===== config.mk =====
export PLATFORM = sky130hd
export DESIGN_NAME = uart_tx_periph
export DESIGN_NICKNAME = d
export VERILOG_FILES = /design/src/rtl/uart_pkg.sv /design/src/rtl/uart_tx_fifo.sv /design/src/rtl/uart_tx_periph.sv
export SDC_FILE = /design/constraint.sdc
export NUM_CORES = 1
export LEC_CHECK = 0
export CAP_MARGIN = 10
export CORE_ASPECT_RATIO = 0.9
export CORE_MARGIN = 5
export CORE_UTILIZATION = 45
export DETAILED_ROUTE_END_ITERATION = 10
export PLACE_DENSITY = 0.78
export SYNTH_ARGS = -nofsm -noshare
export SYNTH_HDL_FRONTEND = slang
export SYNTH_SLANG_ARGS = --single-unit

===== constraint.sdc =====
create_clock -name clk -period 4.4 [get_ports clk]
set_input_delay 1.32 -clock clk [delete_from_list [all_inputs] [get_ports clk]]
set_output_delay 1.32 -clock clk [all_outputs]
set_load 0.005 [all_outputs]

===== src/rtl/uart_pkg.sv =====
// Shared constants for the UART transmit peripheral: register offsets,
// STATUS bit positions and the transmitter state encoding.
package uart_pkg;

  localparam logic [7:0] UART_TXDATA  = 8'h00;
  localparam logic [7:0] UART_STATUS  = 8'h04;
  localparam logic [7:0] UART_BAUDDIV = 8'h08;

  localparam int ST_FULL  = 0;
  localparam int ST_EMPTY = 1;
  localparam int ST_BUSY  = 2;
  localparam int ST_OVF   = 3;
  localparam int ST_COUNT = 4;

  typedef enum logic [2:0] {
    S_IDLE,
    S_START,
    S_DATA,
    S_PAR,
    S_STOP
  } uart_state_e;

endpackage


===== src/rtl/uart_tx_fifo.sv =====
// Synchronous FIFO for the UART transmit path; a push is accepted while full
// when a pop happens in the same cycle.
module uart_tx_fifo #(
  parameter int DEPTH = 8,
  parameter int WIDTH = 8,
  localparam int AW = $clog2(DEPTH),
  localparam int CW = AW + 1
) (
  input  logic             clk,
  input  logic             rst,
  input  logic             push,
  input  logic             pop,
  input  logic [WIDTH-1:0] din,
  output logic [WIDTH-1:0] dout,
  output logic [CW-1:0]    count,
  output logic             full,
  output logic             empty
);

  logic [WIDTH-1:0] mem [DEPTH];
  logic [AW-1:0]    wptr, rptr;
  logic             do_push, do_pop;

  assign empty   = (count == '0);
  assign full    = (count == CW'(DEPTH));
  assign do_pop  = pop && !empty;
  assign do_push = push && (!full || do_pop);
  assign dout    = mem[rptr];

  always_ff @(posedge clk) begin
    if (do_push) mem[wptr] <= din;
  end

  // Pointers wrap naturally because DEPTH is a power of two.
  always_ff @(posedge clk) begin
    if (rst) begin
      wptr  <= '0;
      rptr  <= '0;
      count <= '0;
    end else begin
      if (do_push) wptr <= wptr + 1'b1;
      if (do_pop)  rptr <= rptr + 1'b1;
      case ({do_push, do_pop})
        2'b10:   count <= count + 1'b1;
        2'b01:   count <= count - 1'b1;
        default: count <= count;
      endcase
    end
  end

endmodule


===== src/rtl/uart_tx_periph.sv =====
// Memory-mapped UART transmitter: register decode, frame FSM, baud timer.
// Define UART_TX_PARITY_EN for 8E1 frames; default build sends 8N1.
//
// state   | meaning
// S_IDLE  | waiting for FIFO data; pops and latches divisor on entry to START
// S_START | start bit (tx low)
// S_DATA  | eight data bits, LSB first
// S_PAR   | even parity bit (parity build only)
// S_STOP  | stop bit (tx high)
module uart_tx_periph
  import uart_pkg::*;
#(
  parameter int          DEPTH   = 8,
  parameter logic [15:0] DIV_RST = 16'd433
) (
  input  logic        clk,
  input  logic        rst,
  input  logic [7:0]  addr,
  input  logic [31:0] sdata,
  input  logic        wren,
  output logic [31:0] ldata,
  output logic        tx
);

  localparam int CW = $clog2(DEPTH) + 1;

  uart_state_e   state, state_nx;
  logic [15:0]   div, period, baud_cnt;
  logic [7:0]    shift;
  logic [2:0]    bitcnt;
  logic          ovf, tx_nx, bit_end, push_req, ovf_set, ovf_clr;
  logic          fifo_pop, fifo_full, fifo_empty;
  logic [7:0]    fifo_dout;
  logic [CW-1:0] fifo_count;
  logic [3:0]    count4;
  logic          unused_sdata;
`ifdef UART_TX_PARITY_EN
  logic          par;
`endif

  assign unused_sdata = ^sdata[31:16];
  assign count4       = 4'(fifo_count);
  assign push_req     = wren && (addr == UART_TXDATA);
  assign fifo_pop     = (state == S_IDLE) && !fifo_empty;
  assign ovf_set      = push_req && fifo_full && !fifo_pop;
  assign ovf_clr      = wren && (addr == UART_STATUS) && sdata[ST_OVF];
  assign bit_end      = (baud_cnt == '0);

  uart_tx_fifo #(.DEPTH(DEPTH), .WIDTH(8)) u_fifo (
    .clk   (clk),
    .rst   (rst),
    .push  (push_req),
    .pop   (fifo_pop),
    .din   (sdata[7:0]),
    .dout  (fifo_dout),
    .count (fifo_count),
    .full  (fifo_full),
    .empty (fifo_empty)
  );

  always_comb begin
    state_nx = state;
    tx_nx    = 1'b1;
    case (state)
      S_IDLE:  if (!fifo_empty) state_nx = S_START;
      S_START: begin
        tx_nx = 1'b0;
        if (bit_end) state_nx = S_DATA;
      end
      S_DATA: begin
        tx_nx = shift[0];
`ifdef UART_TX_PARITY_EN
        if (bit_end && bitcnt == 3'd7) state_nx = S_PAR;
`else
        if (bit_end && bitcnt == 3'd7) state_nx = S_STOP;
`endif
      end
`ifdef UART_TX_PARITY_EN
      S_PAR: begin
        tx_nx = par;
        if (bit_end) state_nx = S_STOP;
      end
`endif
      S_STOP:  if (bit_end) state_nx = S_IDLE;
      default: state_nx = S_IDLE;
    endcase
  end

  // tx is registered from the current state, so the line lags the FSM by a cycle.
  always_ff @(posedge clk) begin
    if (rst) begin
      state    <= S_IDLE;
      tx       <= 1'b1;
      div      <= DIV_RST;
      ovf      <= 1'b0;
      period   <= '0;
      baud_cnt <= '0;
      shift    <= '0;
      bitcnt   <= '0;
`ifdef UART_TX_PARITY_EN
      par      <= 1'b0;
`endif
    end else begin
      state <= state_nx;
      tx    <= tx_nx;
      if (wren && addr == UART_BAUDDIV) div <= sdata[15:0];
      if (ovf_set)      ovf <= 1'b1;
      else if (ovf_clr) ovf <= 1'b0;
      if (fifo_pop) begin
        shift    <= fifo_dout;
        period   <= div;
        baud_cnt <= div;
        bitcnt   <= '0;
`ifdef UART_TX_PARITY_EN
        par      <= ^fifo_dout;
`endif
      end else if (state != S_IDLE) begin
        if (bit_end) begin
          baud_cnt <= period;
          if (state == S_DATA) begin
            shift  <= shift >> 1;
            bitcnt <= bitcnt + 1'b1;
          end
        end else begin
          baud_cnt <= baud_cnt - 1'b1;
        end
      end
    end
  end

  always_comb begin
    ldata = '0;
    case (addr)
      UART_STATUS: begin
        ldata[ST_FULL]         = fifo_full;
        ldata[ST_EMPTY]        = fifo_empty;
        ldata[ST_BUSY]         = (state != S_IDLE);
        ldata[ST_OVF]          = ovf;
        ldata[ST_COUNT +: 4]   = count4;
      end
      UART_BAUDDIV: ldata[15:0] = div;
      default:      ldata = '0;
    endcase
  end

endmodule


; ---- Word-level counts from Yosys, hierarchy flattened
; Memories as Yosys holds them, arrays and structs flattened. A register that Yosys moved wholly into a read port is not among the register bits.
; Index checks and enable logic that the tools add are counted.
[classes]
addsub = 6
n_eq_ne = 13
mux = 22
reduce_logical = 28
[ops]
columns = operator, n
row1 = $mux W16, 3
row2 = $mux W8, 5
row3 = $mux W3, 6
row4 = $logic_not A16 Y1, 1
row5 = $pmux W8 S2, 1
row6 = $sub A16 B1 Y16 const B, 1
row7 = $pmux W3 S4, 1
row8 = $logic_and A1 B1 Y1, 10
row9 = $reduce_bool A2 Y1, 5
row10 = $add A3 B1 Y3 const B, 3
row11 = $eq A8 B3 Y1 const B, 1
row12 = $eq A8 B4 Y1 const B, 1
row13 = $logic_not A8 Y1, 1
row14 = $ne A2 B2 Y1 const B, 4
row15 = $pmux W4 S2, 1
row16 = $eq A3 B3 Y1 const B, 2
row17 = $reduce_and A3 Y1, 2
row18 = $add A4 B1 Y4 const B, 1
row19 = $eq A4 B4 Y1 const B, 1
row20 = $logic_not A4 Y1, 1
row21 = $mux W1, 4
row22 = $reduce_and A4 Y1, 1
row23 = $sub A4 B1 Y4 const B, 1
row24 = $eq A3 B1 Y1 const B, 1
row25 = 9 further kinds, 11
[totals]
ff_bits = 74
ram_bits = 64
in_bits = 43
out_inout_bits = 33
wordCells = 81
mem_count = 1
[mem_list]
columns = name, depth, width, read_ports, rd_ports_with_merged_regs, wr, line_no
row1 = u_fifo.mem, 8, 8, 1, 1, 1, uart_tx_fifo.sv:20  ; logic [WIDTH-1:0] mem [DEPTH];

; ---- Longest topological paths before layout
[logic_depth]
depth_word = 8
ltp_mapped = 12
ltp_nobuf = 10

; ---- Modules after synthesis
; A second synthesis with hierarchy kept.
[hier_totals]
cells_unflattened = 603
hier_area_um2 = 6678.9
[modules_own_cells]
columns = module, n_inst, cells_per_inst, area_each_um2, seq_area_each_um2
row1 = uart_tx_periph, 1, 424, 3463.3, 1281.2
row2 = uart_tx_fifo, 1, 179, 3215.6, 2182.1

; ---- Worst setup path after synthesis
; Ideal clock, no wire load.
[synth_path]
kind = input to output
from = in addr[1]
to = out ldata[1]
arrival_time_ps = 2390
t_required_ps = 3080
path_slack_ps = 690
path_stages = 5
path_buffers = 2
path_cell_list = nor4_1 -> and4b_1 -> buf_2 -> clkbuf_1 -> a22o_1
[synth_between]
elab_chain_cells = 2
word_cells_on_any_way = 3
cone_classes = 2 x eq/ne / 1 x mux
[synth_lines]
columns = element, line_no
row1 = "start, declared", uart_tx_periph.sv:18  ; input logic [7:0] addr,
row2 = $eq A8 B4 Y1 or $eq A8 B3 Y1 (tied branches), uart_tx_periph.sv:133  ; case (addr)
row3 = $pmux W8 S2 *, uart_tx_periph.sv:133
row4 = "end, declared", uart_tx_periph.sv:21  ; output logic [31:0] ldata,
; Every way passes the cells marked *; elsewhere a longest branch is shown, timed or not.

; ---- Worst setup path in the final report
[layout_path]
from = in addr[0]
to = out ldata[1]
; Same word-level chain as after synthesis.

==> run summary <==
### Outcome
- status: finished, final reports clean

### Run
- number of max-cap violations: 0

### Global route
- antenna violations before repair: 0
- first-pass GRT wire length: 24,600 um
- combined global-route utilization of all metal layers: 0.192
- Remaining Overflow, GRT: 0
- largest net degree at the start of global routing: 54
- number of global-route vias before repair: 4,674

### Critical path
- type of element launching the critical path: primary input
- peak per-stage delay on the critical path: 0.51 ns
- CP bufs+invs: 3
- category of cells accounting for the largest share of critical-path delay: buffers and inverters
- endpoint type of the worst setup path: output port
- crit-path cells: dlygate4sd2_1, nor4_4, buf_4, and4b_2, a22o_1, clkdlybuf4s50_1
- data arrival time of the critical path: 3.01 ns
- slowest library cell on the worst path: sky130_fd_sc_hd__clkdlybuf4s50_1
- worst setup path class: primary input to output port
- worst path required time: 3.08 ns
- critical path fanouts, max: 5

### Power
- fraction of power spent switching nets: 0.375
- relative contribution of combinational cells to total power: 0.341
- Power Internal: 0.00290 W
- PwrDens: 613 mW/mm^2
- Switching Power: 0.00174 W
- clock power share: 0.287
- proportion of power drawn by flip-flops and latches: 0.372
- Leakage Power: 2.76 nW
- IR drop worst, VDD: 0.000339 V

### Cells and area
- layout overhead on the synthesized area: 18.7%
- Ant. Diodes: 0
- fraction of layout instances using a drive strength above 1: 0.132
- most frequent cells in the layout: 86 x sky130_fd_sc_hd__nand2_1, 77 x sky130_fd_sc_hd__dfxtp_1, 64 x sky130_fd_sc_hd__edfxtp_1
- core occupancy in the finished layout: 0.542
- final instance area: 0.00756 mm^2
- most common cell after layout, fill and taps aside: sky130_fd_sc_hd__nand2_1
- count of filler cells inserted in the layout: 1,161
- Total Nets Final: 690

### Placed design
- Final GP Congestion: 0.923
- PortBufs: 43
- Post-Place Cell Area: 0.00697 mm^2
- placed wire-length estimate after detailed placement: 10,600 um

### Drt
- vias after detailed routing: 4,801
- vias per inst: 5.69
- antenna-violating nets left: 0
- TritonRoute pass-1 iters: 5
- final routed wirelength across all metal layers: 15,500 um
- iteration-0 DRC count of the detailed router: 477
- per-cell routed wire length: 18.4 um
- Post-route DRC: 0

### Logic synthesis
- mapped cell area: 0.00637 mm^2
- gate count after technology mapping: 592
- most instantiated flip-flop cell in the synthesis netlist: sky130_fd_sc_hd__dfxtp_1
- Synth Register Bits: 141
- EDFF count, synth: 64
- async set or reset register ratio after synthesis: 0
- portion of the post-synthesis area used by sequential elements: 0.544
- synth unique cells: 59
- number of synthesis warnings: 0
- mean cell area of the mapped netlist: 10.8 um^2

### Timing
- final critical delay including setup and external delays: 4.33 ns
- measured slew at the worst slew-check pin: 1.11 ns
- Highest Clock Rate: 0.231 GHz
- hold violation count in the final report: 0
- Final Skew: 0.0104 ns
- number of setup violations in the final report: 0
- Max Slew Vio Count: 0
- post-route fraction of the period consumed by the critical path: 0.983
- RSZ-0062 raised after global routing: false
- normalized max-slew margin: 0.257

### Clock tree
- cts hold-fix bufs: 0
- CTS Root Cell: sky130_fd_sc_hd__clkbuf_16
- Reg clk slew, reported paths: 0.06 ns
- buffer depth of the longest clock path: 2
- number of levels in the clock H-tree: 4
- clock tree from TritonCTS: yes
- clock buffers created by TritonCTS: 17
- latest clock arrival within the worst-skew pair: 0.42 ns
- total clock sinks: 141

### Floorplan
- num ports: 76
- DIE WIDTH: 135 um
- overall die area: 0.0166 mm^2
- Std-Cell Core Area: 0.0140 mm^2
- overall die height: 123 um
- Initial Utilization: 0.457
- placement row count: 41

### Worst hold path
- class of the tightest hold or removal check: flip-flop to flip-flop

state kept, by name (all words and copies together) (netlist names), named ones only:
signal        flops
state             3
baud_cnt         16
u_fifo.rptr       3
shift             8
u_fifo.count      4
u_fifo.mem       64
div              16
bitcnt            3
period           16
u_fifo.wptr       3
ovf               1
tx                1
power by group through the flow:
| stage | Combinational [W] | Sequential, W | Clock [W] |
|---|---|---|---|
| 6_report | 0.00158 | 0.00172 | 0.00133 |
| 3_3_place_gp | 0.00149 | 0.00173 | 0 |
| 2_1_floorplan | 0.00124 | 0.00164 | 0 |
| 4_1_cts | 0.00156 | 0.00172 | 0.00135 |
| 5_1_grt | 0.00174 | 0.00175 | 0.00142 |
| 3_5_place_dp | 0.00153 | 0.00175 | 0 |
per-layer routing:
layer / track usage / share of wire / up-vias
met1: 0.248 / 0.41 / 2329
met3: 0.0410 / 0.075 / 36
met2: 0.313 / 0.49 / 200
met5: 0 / 0 / -
li1: - / - / 2236
met4: 0.0819 / 0.026 / 0
kinds of logic after synthesis:
| kind of cell | Yosys count | synth area share |
|---|---|---|
| AND/OR/NAND/NOR | 214 | 0.164 |
| flip-flops | 141 | 0.544 |
| AO/OA/AOI/OAI | 113 | 0.113 |
| buffers and inverters | 63 | 0.0509 |
| multiplexers | 39 | 0.0929 |
| XOR/XNOR | 12 | 0.0165 |
| adder cells (fa/ha/maj) | 9 | 0.0189 |
| other | 1 | 0.000589 |
worst min-delay path: stages, from the launching register on:
cell,delay (ns)
sky130_fd_sc_hd__dfxtp_1,0.31
sky130_fd_sc_hd__nand2_1,0.05
sky130_fd_sc_hd__a21oi_1,0.05
Yosys cell counts (all sizes together), types with 2 or more instances:
master	n	area, um^2
ha	8	100
and3	3	18.8
nand2b	7	43.8
nor3	21	115
a21oi	42	210
mux4	16	360
or3	6	37.5
o31a	2	17.5
clkbuf	29	109
buf	25	181
inv	9	33.8
xnor2	5	43.8
xor2	7	61.3
nand2	86	323
nand4b	2	17.5
edfxtp	64	1920
and4b	2	20.0
a21o	3	22.5
nand3	15	75.1
nor2	37	139
and2	9	56.3
nor4	6	43.8
o21ai	14	70.1
or2	3	18.8
a211oi	11	82.6
or4	3	26.3
dfxtp	77	1540
a22o	7	61.3
a31oi	5	31.3
mux2i	22	220
o211ai	4	30.0
a311oi	4	35.0
nand3b	8	60.1
o22ai	12	75.1
timing repair:
item / CTS / global route
setup buffers: 1 / 1
resized for setup: 9 / 3
endpoints found under the setup margin: 16 / 15
gates cloned: 1 / 0
pin swaps: 3 / 1
final cells by class:
type / instances / area, um^2 / share of cell area
sequential: 141 / 3460 / 0.458
clock inverter: 15 / 125 / 0.0165
inverter: 9 / 33.8 / 0.00447
clock buffer: 17 / 425 / 0.0563
tap: 193 / 241 / 0.0319
multi-input combinational: 404 / 2680 / 0.354
timing repair buffer: 65 / 593 / 0.0784
through the flow:
step | hold slack [ns] | power, W | setup TNS (ns) | cells | setup slack, ns
floorplan | 0.432 | 0.00289 | 0 | 607 | 0.690
global placement | 0.440 | 0.00322 | -3.19 | 809 | -0.264
detailed placement | 0.451 | 0.00328 | -4.25 | 809 | -0.331
CTS | 0.459 | 0.00462 | 0 | 843 | 0.0417
global route | 0.471 | 0.00491 | 0 | 844 | 0.0408
finish | 0.461 | 0.00464 | 0 | 844 | 0.0731
worst paths after layout:
path | cells past startpoint | from | end | slack (ns)
setup / recovery | 6 | addr[0] | ldata[1] | 0.07
setup reg to reg | 11 | u_fifo.count[0]$_SDFFE_PP0P_ | u_fifo.count[3]$_SDFFE_PP0P_ | 1.80
hold reg to reg | 2 | period[0]$_SDFFE_PP0P_ | period[0]$_SDFFE_PP0P_ | 0.46
hold / removal | 2 | period[0]$_SDFFE_PP0P_ | period[0]$_SDFFE_PP0P_ | 0.46
(Power assumes the default switching activity.)
